`src/rtl/bitcrush_channel_scheduler.sv`:
```
// Shares one bitcrush datapath among NUM_CH channels: per-channel holding slots,
// round-robin issue, and a channel tag pipe that steers each result back home.
module bitcrush_channel_scheduler #(
  parameter  int NUM_CH     = 4,
  parameter  int DATA_WIDTH = 32,
  parameter  int LATENCY    = 1,
  localparam int CH_W       = $clog2(NUM_CH)
) (
  input  logic                         clk,
  input  logic                         rst,
  input  logic [NUM_CH-1:0]            in_valid,
  output logic [NUM_CH-1:0]            in_ready,
  input  logic [NUM_CH*DATA_WIDTH-1:0] in_sample,
  input  logic [NUM_CH*5-1:0]          ch_bit_depth,
  output logic                         crush_valid,
  output logic [DATA_WIDTH-1:0]        crush_sample,
  output logic [4:0]                   crush_bit_depth,
  input  logic [DATA_WIDTH-1:0]        crush_result,
  input  logic                         crush_result_valid,
  output logic [NUM_CH-1:0]            out_valid,
  output logic [NUM_CH*DATA_WIDTH-1:0] out_sample,
  output logic                         busy,
  output logic                         tag_err
);

  logic [NUM_CH-1:0]     pending_q;
  logic [NUM_CH-1:0]     pending_d;
  logic [NUM_CH-1:0]     accept;
  logic [DATA_WIDTH-1:0] slot_sample_q [NUM_CH];
  logic [4:0]            slot_depth_q  [NUM_CH];
  logic [DATA_WIDTH-1:0] in_sample_w   [NUM_CH];
  logic [4:0]            in_depth_w    [NUM_CH];
  logic [DATA_WIDTH-1:0] out_sample_q  [NUM_CH];
  logic [NUM_CH-1:0]     out_valid_q;

  logic [CH_W-1:0]       rr_ptr_q;
  logic [CH_W-1:0]       rr_ptr_d;
  logic                  grant_valid;
  logic [CH_W-1:0]       grant_idx;
  logic [CH_W:0]         cand_sum;
  logic [CH_W-1:0]       cand_idx;

  logic                  crush_valid_q;
  logic [DATA_WIDTH-1:0] crush_sample_q;
  logic [4:0]            crush_depth_q;

  // Stage 0 travels with the issue register; stage LATENCY lines up with result_valid.
  logic [LATENCY:0]      tag_valid_q;
  logic [CH_W-1:0]       tag_idx_q [LATENCY+1];
  logic                  tag_err_q;

  for (genvar gi = 0; gi < NUM_CH; gi++) begin : g_ch
    assign in_sample_w[gi] = in_sample[gi*DATA_WIDTH +: DATA_WIDTH];
    assign in_depth_w[gi]  = ch_bit_depth[gi*5 +: 5];
    assign out_sample[gi*DATA_WIDTH +: DATA_WIDTH] = out_sample_q[gi];
  end

  assign in_ready = ~pending_q;
  assign accept   = in_valid & ~pending_q;

  always_comb begin
    grant_valid = 1'b0;
    grant_idx   = '0;
    cand_sum    = '0;
    cand_idx    = '0;
    for (int k = 0; k < NUM_CH; k++) begin
      cand_sum = {1'b0, rr_ptr_q} + (CH_W+1)'(k);
      if (cand_sum >= (CH_W+1)'(NUM_CH)) begin
        cand_sum = cand_sum - (CH_W+1)'(NUM_CH);
      end
      cand_idx = cand_sum[CH_W-1:0];
      if (!grant_valid && pending_q[cand_idx]) begin
        grant_valid = 1'b1;
        grant_idx   = cand_idx;
      end
    end
  end

  always_comb begin
    pending_d = pending_q | accept;
    rr_ptr_d  = rr_ptr_q;
    if (grant_valid) begin
      pending_d[grant_idx] = 1'b0;
      rr_ptr_d = (int'(grant_idx) == NUM_CH - 1) ? '0 : grant_idx + CH_W'(1);
    end
  end

  always_ff @(posedge clk) begin
    if (rst) begin
      pending_q      <= '0;
      rr_ptr_q       <= '0;
      crush_valid_q  <= 1'b0;
      crush_sample_q <= '0;
      crush_depth_q  <= '0;
      tag_valid_q    <= '0;
      out_valid_q    <= '0;
      tag_err_q      <= 1'b0;
      for (int c = 0; c < NUM_CH; c++) begin
        slot_sample_q[c] <= '0;
        slot_depth_q[c]  <= '0;
        out_sample_q[c]  <= '0;
      end
      for (int s = 0; s <= LATENCY; s++) begin
        tag_idx_q[s] <= '0;
      end
    end else begin
      pending_q <= pending_d;
      rr_ptr_q  <= rr_ptr_d;
      for (int c = 0; c < NUM_CH; c++) begin
        if (accept[c]) begin
          slot_sample_q[c] <= in_sample_w[c];
          slot_depth_q[c]  <= in_depth_w[c];
        end
      end

      crush_valid_q <= grant_valid;
      if (grant_valid) begin
        crush_sample_q <= slot_sample_q[grant_idx];
        crush_depth_q  <= slot_depth_q[grant_idx];
      end

      tag_valid_q[0] <= grant_valid;
      tag_idx_q[0]   <= grant_idx;
      for (int s = 1; s <= LATENCY; s++) begin
        tag_valid_q[s] <= tag_valid_q[s-1];
        tag_idx_q[s]   <= tag_idx_q[s-1];
      end

      // A result with no matching tag is dropped and flagged; the datapath is lockstep.
      out_valid_q <= '0;
      if (crush_result_valid) begin
        if (tag_valid_q[LATENCY]) begin
          out_valid_q[tag_idx_q[LATENCY]]  <= 1'b1;
          out_sample_q[tag_idx_q[LATENCY]] <= crush_result;
        end else begin
          tag_err_q <= 1'b1;
        end
      end
    end
  end

  assign crush_valid     = crush_valid_q;
  assign crush_sample    = crush_sample_q;
  assign crush_bit_depth = crush_depth_q;
  assign out_valid       = out_valid_q;
  assign tag_err         = tag_err_q;
  assign busy            = (|pending_q) | (|tag_valid_q) | crush_valid_q;

  a_out_onehot: assert property (@(posedge clk) disable iff (rst) $onehot0(out_valid_q));
  a_grant_range: assert property (@(posedge clk) disable iff (rst)
    grant_valid |-> (int'(grant_idx) < NUM_CH));

endmodule

```
`config.mk`:
```
export PLATFORM = sky130hd
export DESIGN_NAME = bitcrush_channel_scheduler
export DESIGN_NICKNAME = d
export VERILOG_FILES = /design/src/rtl/bitcrush_channel_scheduler.sv
export SDC_FILE = /design/constraint.sdc
export NUM_CORES = 1
export LEC_CHECK = 0
export BUFFER_PORTS_ARGS = -buffer_cell sky130_fd_sc_hd__buf_4
export CORE_MARGIN = 5
export CORE_UTILIZATION = 51
export CTS_BUF_LIST = sky130_fd_sc_hd__clkbuf_8 sky130_fd_sc_hd__clkbuf_16
export DETAILED_ROUTE_END_ITERATION = 10
export PLACE_DENSITY = 0.76
export SYNTH_ARGS = -nofsm -noshare
export SYNTH_HDL_FRONTEND = slang
export SYNTH_SLANG_ARGS = --single-unit
```
`constraint.sdc`:
```
create_clock -name clk -period 7.8 [get_ports clk]
set_input_delay 1.17 -clock clk [delete_from_list [all_inputs] [get_ports clk]]
set_output_delay 1.17 -clock clk [all_outputs]
set_load 0.02 [all_outputs]
```
==> results.sh <==
export IMPL_crit_required_ps=8200
export IMPL_fin_skew_ps=10.1
export IMPL_dpl_hpwl_um=26000
export IMPL_muxShareOfSynthArea=0.0273
export IMPL_clk_path_buf_depth=3
export IMPL_die_y_um=173
export IMPL_drv_slew=0
export IMPL_layout_common_cells="371 x buf_4, 276 x and2_1, 276 x edfxtp_1, 78 x a21oi_1, 54 x dfxtp_1"
export IMPL_hold_class="register to register"
export IMPL_crit_path_top_delay_cell="buf_4"
export IMPL_cts_hold_buf=0
export IMPL_area_growth_pct=30.6
export IMPL_vias=9169
export IMPL_arrival_ps=3750
export IMPL_antenna_found_initial=0
export IMPL_core_area_mm2=0.0261
export IMPL_drive_gt1_frac=0.362
export IMPL_row_count=59
export IMPL_synth_distinct_cells=39
export IMPL_die_w_um=173
export IMPL_fmax_mhz=298
export IMPL_finalCriticalPeriod_ps=3350
export IMPL_fin_tns_setup_ps=0
export IMPL_syn_inst=966
export IMPL_yosys_area_share_simple=0.154
export IMPL_yosysWarnings=0
export IMPL_synth_compound_area_share=0.0994
export IMPL_cap_violations=0
export IMPL_path_max_fanout=72
export IMPL_synth_ff_type="edfxtp_1"
export IMPL_cp_end_kind="register"
export IMPL_async_flop_share=0
export IMPL_final_common_cell="buf_4"
export IMPL_cts_tree="built"
export IMPL_slowest_delay_ps=850
export IMPL_post_cts_buffers=0
export IMPL_finalNetCount=1495
export IMPL_clock_sinks=330
export IMPL_synth_edf_count=276
export IMPL_rsz0062_at_grt="false"
export IMPL_power_density_mw_per_mm2=294
export IMPL_htree_levels=2
export IMPL_setup_violations=0
export IMPL_start_kind="register"
export IMPL_cts_buffers=34
export IMPL_io_pins=363
export IMPL_path_class="register to register"
export IMPL_clk_pin_slew_ps=60
export IMPL_grt_pass1_vias=9249
export IMPL_dr_first_iter_drc_count=875
export IMPL_final_antenna_net_count=0
export IMPL_dp_cells=1605
export IMPL_wl_um=36400
export IMPL_min_period_over_period=0.430
export IMPL_maxSlewHeadroom=0.164
export IMPL_peakVddDrop_mv=0.177
export IMPL_place_congestion=0.868
export IMPL_root_buffer="clkbuf_16"
export IMPL_die_area_mm2=0.0299
export IMPL_overflow=0
export IMPL_viasPerCell=5.50
export IMPL_cts_resized_gates=0
export IMPL_portBuffers=362
export IMPL_hold_viol=0
export IMPL_outcome="completed"
export IMPL_instances_no_fill=1666
export IMPL_synth_xor_area_frac=0
export IMPL_diodes=0
export IMPL_synth_seq_area_share=0.691
export IMPL_grt_pass1_wl_um=55600
export IMPL_clock_latency_ps=510
export IMPL_drc=0
export IMPL_post_drt_wl_per_cell_um=21.8
export IMPL_synth_top_family_by_area="simple AND/OR/NAND/NOR gates"
export IMPL_syn_area_per_cell_um2=14.0
export IMPL_synthAdderAreaFrac=0.00185
export IMPL_start_util=0.519
export IMPL_syn_nets=1155
export IMPL_synth_area_mm2=0.0136
export IMPL_path_cells="inv_2, o221ai_4, a21o_4, buf_4, a221oi_1, o32ai_1"
export IMPL_grt_use_total=0.236
export IMPL_grt_max_degree=73
export IMPL_postSynthRegisterBits=330
export IMPL_p_leak_nw=7.38
export IMPL_tightest_slew_ps=1250
export IMPL_drt_pass1_iterations=5
-- area by class of cell --
| class | count | area [um2] |
|---|---|---|
| multi-input cells | 560 | 3910 |
| repair buffers | 371 | 2790 |
| fillers | 1881 | 8440 |
| flip-flops and latches | 330 | 9370 |
| inverters | 9 | 33.8 |
| clock buffers | 37 | 903 |
| clock inverters | 24 | 277 |
| well taps | 335 | 419 |
-- worst max-delay path: cells and delay by family (launching register included) --
kind                   cells  cell delay, ps
AOI/OAI and AO/OA          4            1680
DFF                        1             510
buffers and inverters      2             970
-- cell usage after synthesis (3+ instances only) --
| master | number | area (um2) |
|---|---|---|
| and2_1 | 276 | 1730 |
| edfxtp_1 | 276 | 8290 |
| a21oi_1 | 78 | 390 |
| dfxtp_1 | 54 | 1080 |
| clkbuf_1 | 44 | 165 |
| nand2_1 | 44 | 165 |
| mux2i_1 | 37 | 370 |
| o32ai_1 | 37 | 324 |
| a221oi_2 | 29 | 435 |
| buf_2 | 15 | 75.1 |
| nor2_1 | 15 | 56.3 |
| a221oi_1 | 8 | 70.1 |
| buf_6 | 6 | 67.6 |
| inv_1 | 6 | 22.5 |
| nand2b_1 | 4 | 25.0 |
| or2_2 | 4 | 25.0 |
| inv_2 | 3 | 11.3 |
| nor2b_1 | 3 | 18.8 |
-- per-stage QoR --
| stage | instance area [um2] | hold slack (ps) | power [mW] | utilization | setup WS [ps] |
|---|---|---|---|---|---|
| 6_report | 17700 | 437 | 5.21 | 0.677 | 4450 |
| 5_1_grt | 17700 | 457 | 5.42 | 0.677 | 4320 |
| 4_1_cts | 17700 | 444 | 5.24 | 0.677 | 4470 |
| 3_5_place_dp | 16500 | 429 | 3.56 | 0.632 | 4430 |
| 3_3_place_gp | 16500 | 416 | 3.52 | 0.632 | 4440 |
| 2_1_floorplan | 13600 | 414 | 3.11 | - | 4520 |
-- logic make-up (layout without fill, tap and decap cells) --
logic type	after synthesis	after routing
AO/OA/AOI/OAI	166	166
buffers and inverters	76	441
AND/OR/NAND/NOR	355	355
flip-flops	330	330
multiplexers	37	37
adder cells (fa/ha/maj)	2	2
-- path summary, 6_finish.rpt --
| check | cells after the start | start | endpoint | slack, ps |
|---|---|---|---|---|
| max | 6 | pending_q[0] | crush_sample[15] | 4450 |
| min | 1 | tag_idx_q[0][0] | tag_idx_q[0][2] | 440 |
| max reg2reg | 6 | pending_q[0] | crush_sample[15] | 4450 |
| min reg2reg | 1 | tag_idx_q[0][0] | tag_idx_q[0][2] | 440 |
-- per-layer routing --
metal,vias to the layer above,part of all wire,wire length (um),global-route usage
met3,49,0.090,3280,0.0662
met2,476,0.47,17200,0.379
li1,4210,-,-,-
met4,0,0.023,840,0.0625
met1,4434,0.41,15100,0.321
met5,-,0,0,0
-- sequential cells by signal, indices dropped and copies added (netlist names) --
name	flops
slot_sample_q	128
out_valid	4
tag_valid_q	2
rr_ptr_q	2
slot_depth_q	20
tag_err	1
pending_q	4
out_sample_q	128
crush_sample	32
tag_idx_q	4
crush_bit_depth	5
-- power by group --
group	leakage, nW	internal, mW	switching (mW)
registers	3.37	2.14	0.145
logic	3.41	0.481	0.760
clock network	0.602	1.04	0.651
total	7.38	3.65	1.56
Power figures use the tool's default switching activity.
